$ cat src/rtl/ula_sequenciador_pkg.sv
// Shared definitions for the ALU sequencer: opcodes, FSM states, flag bit positions.
package ula_sequenciador_pkg;

    // ALU seletor codes; 1100-1111 are undefined and get no special handling.
    localparam logic [3:0] OP_AND  = 4'b0000;
    localparam logic [3:0] OP_OR   = 4'b0001;
    localparam logic [3:0] OP_NOT  = 4'b0010;
    localparam logic [3:0] OP_NAND = 4'b0011;
    localparam logic [3:0] OP_ADD  = 4'b0100;
    localparam logic [3:0] OP_SUB  = 4'b0101;
    localparam logic [3:0] OP_SHL1 = 4'b0110;
    localparam logic [3:0] OP_SHR1 = 4'b0111;
    localparam logic [3:0] OP_SHL  = 4'b1000;
    localparam logic [3:0] OP_SHR  = 4'b1001;
    localparam logic [3:0] OP_XOR  = 4'b1010;
    localparam logic [3:0] OP_NOR  = 4'b1011;

    // Sequencer states: accept, drive ALU, write back.
    typedef enum logic [1:0] {
        IDLE = 2'd0,
        EXEC = 2'd1,
        WB   = 2'd2
    } state_t;

    // Bit positions inside the {C,V,N,Z} flag vector.
    localparam int FLAG_C = 3;
    localparam int FLAG_V = 2;
    localparam int FLAG_N = 1;
    localparam int FLAG_Z = 0;

endpackage

$ cat src/rtl/ula_sequenciador_if.sv
// Instruction handshake and ALU operand/result bus of the sequencer.
// master = instruction source that also hosts the ALU; slave = the sequencer.
interface ula_sequenciador_if #(
    parameter int WIDTH    = 4,
    parameter int REG_BITS = 2
);
    logic                instr_valid;
    logic                instr_ready;
    logic                instr_load;
    logic [3:0]          instr_op;
    logic [REG_BITS-1:0] instr_rd;
    logic [REG_BITS-1:0] instr_rs1;
    logic [REG_BITS-1:0] instr_rs2;
    logic [WIDTH-1:0]    instr_imm;

    logic [WIDTH-1:0]    alu_A;
    logic [WIDTH-1:0]    alu_B;
    logic [3:0]          alu_sel;
    logic [WIDTH-1:0]    alu_resultado;
    logic                alu_C;
    logic                alu_V;
    logic                alu_N;
    logic                alu_Z;

    modport master (
        output instr_valid, instr_load, instr_op, instr_rd, instr_rs1, instr_rs2, instr_imm,
        input  instr_ready,
        input  alu_A, alu_B, alu_sel,
        output alu_resultado, alu_C, alu_V, alu_N, alu_Z
    );

    modport slave (
        input  instr_valid, instr_load, instr_op, instr_rd, instr_rs1, instr_rs2, instr_imm,
        output instr_ready,
        output alu_A, alu_B, alu_sel,
        input  alu_resultado, alu_C, alu_V, alu_N, alu_Z
    );
endinterface

$ cat src/rtl/ula_sequenciador_banco_registradores.sv
// Register bank: 2**REG_BITS x WIDTH, one synchronous write port, three combinational reads.
module banco_registradores #(
    parameter int WIDTH    = 4,
    parameter int REG_BITS = 2
) (
    input  logic                clk,
    input  logic                rst,
    input  logic                we,
    input  logic [REG_BITS-1:0] waddr,
    input  logic [WIDTH-1:0]    wdata,
    input  logic [REG_BITS-1:0] raddr_a,
    output logic [WIDTH-1:0]    rdata_a,
    input  logic [REG_BITS-1:0] raddr_b,
    output logic [WIDTH-1:0]    rdata_b,
    input  logic [REG_BITS-1:0] raddr_c,
    output logic [WIDTH-1:0]    rdata_c
);
    logic [WIDTH-1:0] regs [2**REG_BITS];

    // Clear all entries on reset, otherwise write the addressed entry.
    // NOTE: the bank is tiny and architecturally visible, so it is reset like
    // ordinary flops; larger memories would normally be left unreset.
    always_ff @(posedge clk) begin
        if (rst) begin
            for (int i = 0; i < 2**REG_BITS; i++) regs[i] <= '0;
        end else if (we) begin
            regs[waddr] <= wdata;
        end
    end

    assign rdata_a = regs[raddr_a];
    assign rdata_b = regs[raddr_b];
    assign rdata_c = regs[raddr_c];
endmodule

$ cat src/rtl/ula_sequenciador.sv
// ALU sequencer: accepts one instruction, drives the ALU, captures result/flags,
// writes back. Fixed 3-cycle IDLE -> EXEC -> WB loop.
module ula_sequenciador
    import ula_sequenciador_pkg::*;
#(
    parameter int WIDTH    = 4,
    parameter int REG_BITS = 2
) (
    input  logic                clk,
    input  logic                rst,
    ula_sequenciador_if.slave   bus,
    output logic [3:0]          flags,
    output logic                done,
    input  logic [REG_BITS-1:0] rd_sel,
    output logic [WIDTH-1:0]    rd_data
);
    state_t              state;
    logic                load_q;
    logic [REG_BITS-1:0] rd_q;
    logic [WIDTH-1:0]    imm_q;
    logic [WIDTH-1:0]    res_q;
    logic [3:0]          cap_flags_q;

    logic [WIDTH-1:0]    rs1_data;
    logic [WIDTH-1:0]    rs2_data;
    logic                wr_en;
    logic [WIDTH-1:0]    wr_data;

    assign bus.instr_ready = (state == IDLE);
    assign wr_en           = (state == WB);
    assign wr_data         = load_q ? imm_q : res_q;

    banco_registradores #(
        .WIDTH    (WIDTH),
        .REG_BITS (REG_BITS)
    ) u_banco (
        .clk     (clk),
        .rst     (rst),
        .we      (wr_en),
        .waddr   (rd_q),
        .wdata   (wr_data),
        .raddr_a (bus.instr_rs1),
        .rdata_a (rs1_data),
        .raddr_b (bus.instr_rs2),
        .rdata_b (rs2_data),
        .raddr_c (rd_sel),
        .rdata_c (rd_data)
    );

    // Sequencer FSM with registered ALU drive, captured result and done pulse.
    // NOTE: all state here uses non-blocking assignments so every register
    // samples pre-edge values, e.g. operands latched at accept ignore the
    // same-edge write-back.
    always_ff @(posedge clk) begin
        if (rst) begin
            state       <= IDLE;
            load_q      <= 1'b0;
            rd_q        <= '0;
            imm_q       <= '0;
            res_q       <= '0;
            cap_flags_q <= '0;
            flags       <= '0;
            done        <= 1'b0;
            bus.alu_A   <= '0;
            bus.alu_B   <= '0;
            bus.alu_sel <= '0;
        end else begin
            case (state)
                IDLE: begin
                    done <= 1'b0;
                    if (bus.instr_valid) begin
                        // Operand values, not indices, are latched: rd==rs is hazard-free.
                        load_q      <= bus.instr_load;
                        rd_q        <= bus.instr_rd;
                        imm_q       <= bus.instr_imm;
                        bus.alu_A   <= rs1_data;
                        bus.alu_B   <= rs2_data;
                        bus.alu_sel <= bus.instr_op;
                        state       <= EXEC;
                    end
                end
                EXEC: begin
                    res_q               <= bus.alu_resultado;
                    cap_flags_q[FLAG_C] <= bus.alu_C;
                    cap_flags_q[FLAG_V] <= bus.alu_V;
                    cap_flags_q[FLAG_N] <= bus.alu_N;
                    cap_flags_q[FLAG_Z] <= bus.alu_Z;
                    state               <= WB;
                end
                WB: begin
                    // Loads leave the flag register untouched.
                    if (!load_q) flags <= cap_flags_q;
                    done  <= 1'b1;
                    state <= IDLE;
                end
                default: state <= IDLE;
            endcase
        end
    end
endmodule
$ cat src/flat_wrapper.sv
// flat-port wrapper written by rule: the top's interface ports become plain ports
module ula_sequenciador_flat import ula_sequenciador_pkg::*;
#(
    parameter int WIDTH    = 4,
    parameter int REG_BITS = 2
)
  (clk, rst, flags, done, rd_sel, rd_data, bus_instr_valid, bus_instr_load, bus_instr_op, bus_instr_rd, bus_instr_rs1, bus_instr_rs2, bus_instr_imm, bus_instr_ready, bus_alu_A, bus_alu_B, bus_alu_sel, bus_alu_resultado, bus_alu_C, bus_alu_V, bus_alu_N, bus_alu_Z);
  ula_sequenciador_if #(.WIDTH(WIDTH), .REG_BITS(REG_BITS)) bus_i ();
  input  logic clk;
  input  logic rst;
  output logic [3:0] flags;
  output logic done;
  input  logic [REG_BITS-1:0] rd_sel;
  output logic [WIDTH-1:0] rd_data;
  input wire logic [$bits(bus_i.instr_valid)-1:0] bus_instr_valid;
  input wire logic [$bits(bus_i.instr_load)-1:0] bus_instr_load;
  input wire logic [$bits(bus_i.instr_op)-1:0] bus_instr_op;
  input wire logic [$bits(bus_i.instr_rd)-1:0] bus_instr_rd;
  input wire logic [$bits(bus_i.instr_rs1)-1:0] bus_instr_rs1;
  input wire logic [$bits(bus_i.instr_rs2)-1:0] bus_instr_rs2;
  input wire logic [$bits(bus_i.instr_imm)-1:0] bus_instr_imm;
  output wire logic [$bits(bus_i.instr_ready)-1:0] bus_instr_ready;
  output wire logic [$bits(bus_i.alu_A)-1:0] bus_alu_A;
  output wire logic [$bits(bus_i.alu_B)-1:0] bus_alu_B;
  output wire logic [$bits(bus_i.alu_sel)-1:0] bus_alu_sel;
  input wire logic [$bits(bus_i.alu_resultado)-1:0] bus_alu_resultado;
  input wire logic [$bits(bus_i.alu_C)-1:0] bus_alu_C;
  input wire logic [$bits(bus_i.alu_V)-1:0] bus_alu_V;
  input wire logic [$bits(bus_i.alu_N)-1:0] bus_alu_N;
  input wire logic [$bits(bus_i.alu_Z)-1:0] bus_alu_Z;
  assign bus_i.instr_valid = bus_instr_valid;
  assign bus_i.instr_load = bus_instr_load;
  assign bus_i.instr_op = bus_instr_op;
  assign bus_i.instr_rd = bus_instr_rd;
  assign bus_i.instr_rs1 = bus_instr_rs1;
  assign bus_i.instr_rs2 = bus_instr_rs2;
  assign bus_i.instr_imm = bus_instr_imm;
  assign bus_instr_ready = bus_i.instr_ready;
  assign bus_alu_A = bus_i.alu_A;
  assign bus_alu_B = bus_i.alu_B;
  assign bus_alu_sel = bus_i.alu_sel;
  assign bus_i.alu_resultado = bus_alu_resultado;
  assign bus_i.alu_C = bus_alu_C;
  assign bus_i.alu_V = bus_alu_V;
  assign bus_i.alu_N = bus_alu_N;
  assign bus_i.alu_Z = bus_alu_Z;
  ula_sequenciador #(.WIDTH(WIDTH), .REG_BITS(REG_BITS)) u_core (.clk(clk), .rst(rst), .bus(bus_i), .flags(flags), .done(done), .rd_sel(rd_sel), .rd_data(rd_data));
endmodule
$ cat config.mk
export PLATFORM = sky130hd
export DESIGN_NAME = ula_sequenciador_flat
export DESIGN_NICKNAME = d
export VERILOG_FILES = /design/src/rtl/ula_sequenciador_pkg.sv /design/src/rtl/ula_sequenciador_if.sv /design/src/rtl/ula_sequenciador_banco_registradores.sv /design/src/rtl/ula_sequenciador.sv /design/src/flat_wrapper.sv
export SDC_FILE = /design/constraint.sdc
export NUM_CORES = 1
export LEC_CHECK = 0
export BUFFER_PORTS_ARGS = -buffer_cell sky130_fd_sc_hd__buf_2
export CAP_MARGIN = 25
export CORE_MARGIN = 5
export CORE_UTILIZATION = 32
export DETAILED_ROUTE_END_ITERATION = 12
export GPL_TIMING_DRIVEN = 0
export PLACE_DENSITY = 0.51
export SYNTH_ARGS = -nofsm -noshare
export SYNTH_HDL_FRONTEND = slang
export SYNTH_SLANG_ARGS = --single-unit
$ cat constraint.sdc
create_clock -name clk -period 1.9 [get_ports clk]
set_input_delay 0.19 -clock clk [delete_from_list [all_inputs] [get_ports clk]]
set_output_delay 0.19 -clock clk [all_outputs]
set_load 0.01 [all_outputs]
==> impl_summary.txt <==
----------------------------------------------------
[Setup path]
  Type of the worst setup path ... flip-flop to flip-flop
  Largest stage delay on the critical path ... 0.45 ns
  Most Frequent Cell on Critical Path ... sky130_fd_sc_hd__or3b_4
  Setup crit start kind ... flip-flop
  Cells along the critical path ... buf_4, or3b_4, or3b_4, nand2b_2
  Required @ worst endpoint ... 1.92 ns
  Dominant delay contributor by cell family on the critical path ... simple AND/OR/NAND/NOR gates
  Kind of capture point of the worst setup path ... flip-flop
  Worst Path Buf+Inv ... 1
  Crit Reg-Reg Startpoint ... u_core.state[0]
  Arrival time of data at the critical path endpoint ... 1.79 ns
  Largest fanout on the critical path ... 9
  Slowest CP cell ... sky130_fd_sc_hd__or3b_4
  Reg2reg setup slack ... 0.12 ns
  Depth of the worst register-to-register path ... 4
  End of the worst register-to-register path ... u_core.u_banco.regs[1][0]

[Global routing]
  Overall Global Routing Usage ... 11.6%
  Via count of the first global-routing pass ... 1,544
  Global-route wire length before repair ... 7.69 mm
  Total grt overflow ... 0
  Pin count of the biggest net entering global routing ... 18
  Antenna violations before repair ... 0

[Routing]
  Router iterations before antenna repair ... 4
  Drt initial violations ... 89
  Mean number of vias per cell ... 4.71
  Post-DR wirelength/cell ... 13.7 um
  Final antenna-violating net count ... 0
  Total DRC errors in the routed layout ... 0
  Via count ... 1,582
  Detailed-route wire length ... 4.62 mm

[Timing]
  Slew of the pin with the lowest slew margin ... 0.682 ns
  Remaining max-slew budget at the tightest pin ... 54.3%
  Final TNS setup ... 0 ns
  Worst setup slack after layout ... 0.124 ns
  Crit share post-route ... 93.5%
  Total setup violations reported at the end of the flow ... 0
  Min Clock Period, post-route ... 1.78 ns
  Achievable clock frequency ... 563 MHz
  Hold Fails Final Rpt ... 0
  Final-report max-slew violation count ... 0
  Setup repair after global routing missed its margin ... false
  Final clock skew ... 0.0194 ns

[Cells and area]
  Flip-flop and latch area ... 1160 um2
  Net count reported at finish ... 286
  Layout overhead on the synthesized area ... 20.6%
  Share of post-route cells with drive strength above 1 ... 30.9%
  Area of the multi-input gates ... 908 um2
  Count of filler cells inserted in the layout ... 665
  Final core utilization ... 39.9%
  Number of antenna diodes ... 0

[Logic synthesis]
  Area share of the largest cell type after synthesis ... 32.2%
  Number of instances in the synthesized netlist ... 202
  Cell type with the highest aggregate area in the netlist ... sky130_fd_sc_hd__dfxtp_1
  Total standard cell area after synthesis ... 2110 um2
  Share of synthesized area occupied by flip-flops and latches ... 54.9%
  Biggest area contributors in the synthesized netlist ... sky130_fd_sc_hd__dfxtp_1, sky130_fd_sc_hd__edfxtp_1, sky130_fd_sc_hd__mux4_2, sky130_fd_sc_hd__nand2_1, sky130_fd_sc_hd__a21oi_1
  Top_reg_cell synth ... sky130_fd_sc_hd__dfxtp_1
  Mapped Nets ... 230
  Count of flip-flops with a built-in enable after synthesis ... 16
  Netlist cell types ... 20
  Commonest cells in the netlist ... sky130_fd_sc_hd__nand2_1, sky130_fd_sc_hd__dfxtp_1, sky130_fd_sc_hd__a21oi_1, sky130_fd_sc_hd__nor2_1, sky130_fd_sc_hd__edfxtp_1
  Share of async-settable or async-resettable flops after synthesis ... 0%
  Post-synthesis sequential element count ... 50
  Library cell with the highest instance count after synthesis ... sky130_fd_sc_hd__nand2_1
  Syn. warnings ... 0
  Synthesized area per cell ... 10.5 um2

[Power]
  Power per cell area ... 814 nW/um2
  Largest vdd supply drop ... 0.324 mV
  Leakage ... 0.000991 uW

[Clock network]
  CTS tree ... yes
  Total CTS buffers ... 5
  Setup Buffers After CTS ... 0
  Cell at the root of the clock tree ... sky130_fd_sc_hd__clkbuf_8
  Maximum count of clock buffers along a single path ... 2
  Number of buffers inserted for hold repair after clock tree synthesis ... 0
  H-Tree Depth ... 2
  Worst-Skew Late Latency ... 0.32 ns
  Number of sinks on the clock net ... 50
  Clk slew on worst S/H paths ... 0.11 ns

[Placed design]
  Setup slack at placement ... 0.0638 ns
  Final HPWL DP ... 3.63 mm
  I/O Buffers ... 49
  Global placement routability congestion ... 0.702

[Floorplanning]
  Starting utilization of the core area ... 33.1%
  Die X-Extent ... 91.3 um
  Boundary Pins ... 50
  Die Area ... 8330 um2
  Placeable Area ... 6390 um2
  Number of cell rows ... 29
  Vertical die dimension ... 91.3 um

[Worst hold path]
  Hold Crit Endpoint ... u_core.res_q[2]
  Classification of the worst-slack hold path ... primary input to flip-flop
  Critical hold path startpoint ... bus_alu_resultado[2]
  Worst hold stages ... 3

[Run]
  Number of max-capacitance violations reported ... 0

[Outcome]
  Status ... finished clean

----------------------------------------------------
## worst reg2reg max path: cells and delay by family (launching register included)
family	cells	cell delay, ns
buf+inv	1	0.16
flops	1	0.31
simple gates	3	1.01
## stage by stage
step	power [uW]	instance area [um2]	cells	hold slack, ns
after CTS	2100	2540	336	0.0876
after global routing	2170	2550	336	0.0983
final	2070	2550	336	0.0960
after detailed placement	1450	2450	328	0.436
after global placement	1450	2450	328	0.432
after floorplan	1350	2110	202	0.326
## cell families after synthesis
| kind of cell | count (synthesis) | synth area share [%] |
|---|---|---|
| AOI/OAI and AO/OA | 29 | 7.05 |
| buffers and inverters | 11 | 2.19 |
| DFF | 50 | 54.9 |
| muxes | 20 | 16.6 |
| and+or+nand+nor | 92 | 19.2 |
## placed cells by master, fill, tap and decap left out, types with 5 or more instances in the layout
master and instances:
sky130_fd_sc_hd__edfxtp_1 16, sky130_fd_sc_hd__nor2_1 24, sky130_fd_sc_hd__buf_2 50, sky130_fd_sc_hd__mux4_2 12
sky130_fd_sc_hd__clkbuf_8 5, sky130_fd_sc_hd__a21oi_1 28, sky130_fd_sc_hd__mux2i_1 8, sky130_fd_sc_hd__dfxtp_1 33
sky130_fd_sc_hd__clkbuf_1 9, sky130_fd_sc_hd__nand2_1 54
## where the power goes
part / total (uW) / leakage [uW] / switching (uW) / internal, uW
sequential: 1170 / 0.000444 / 26.6 / 1150
combinational: 249 / 0.000498 / 136 / 114
clock: 650 / 0.0000494 / 383 / 266
total: 2070 / 0.000991 / 546 / 1530
## what timing repair did
item | 4_1_cts | 5_1_grt
endpoints found under the hold margin | 0 | 0
endpoints found under the setup margin | 0 | 4
resized for setup | 0 | 2
## layer usage
layer	wire length, um	up-vias	share of wire, %	track usage, %
met1	2120	730	46	14.5
li1	-	804	-	-
met3	307	6	6.6	4.05
met4	76	0	1.6	4.40
met5	0	-	0	0
met2	2110	42	46	18.5
## worst max path at each step
| stage | start | end | slack (ns) | cells after the start |
|---|---|---|---|---|
| after CTS | u_core.state[1] | u_core.u_banco.regs[1][0] | 0.04 | 3 |
| after global placement | u_core.state[0] | u_core.u_banco.regs[1][0] | 0.07 | 4 |
| after global routing | u_core.state[0] | u_core.u_banco.regs[1][0] | 0.07 | 4 |
| after detailed placement | u_core.state[0] | u_core.u_banco.regs[1][0] | 0.06 | 4 |
| after floorplan | u_core.state[0] | u_core.u_banco.regs[1][0] | 0.18 | 4 |
| final | u_core.state[0] | u_core.u_banco.regs[1][0] | 0.12 | 4 |
## layout make-up
class | count | area share, %
Clock inverter | 3 | 0.835
Timing Repair Buffer | 49 | 9.62
Clock buffer | 5 | 2.70
Tap cell | 77 | 3.78
Sequential cell | 50 | 45.6
Multi-Input combinational cell | 141 | 35.6
Buffer | 11 | 1.82
## registers in the layout (all words and copies together) (netlist names)
| name | flops |
|---|---|
| u_core.res_q | 4 |
| u_core.flags | 4 |
| u_core.cap_flags_q | 4 |
| u_core.u_banco.regs | 16 |
| u_core.rd_q | 2 |
| u_core.bus.alu_B | 4 |
| u_core.load_q | 1 |
| u_core.done | 1 |
| u_core.bus.alu_A | 4 |
| u_core.bus.alu_sel | 4 |
| u_core.state | 2 |
| u_core.imm_q | 4 |
(Power assumes the default switching activity.)
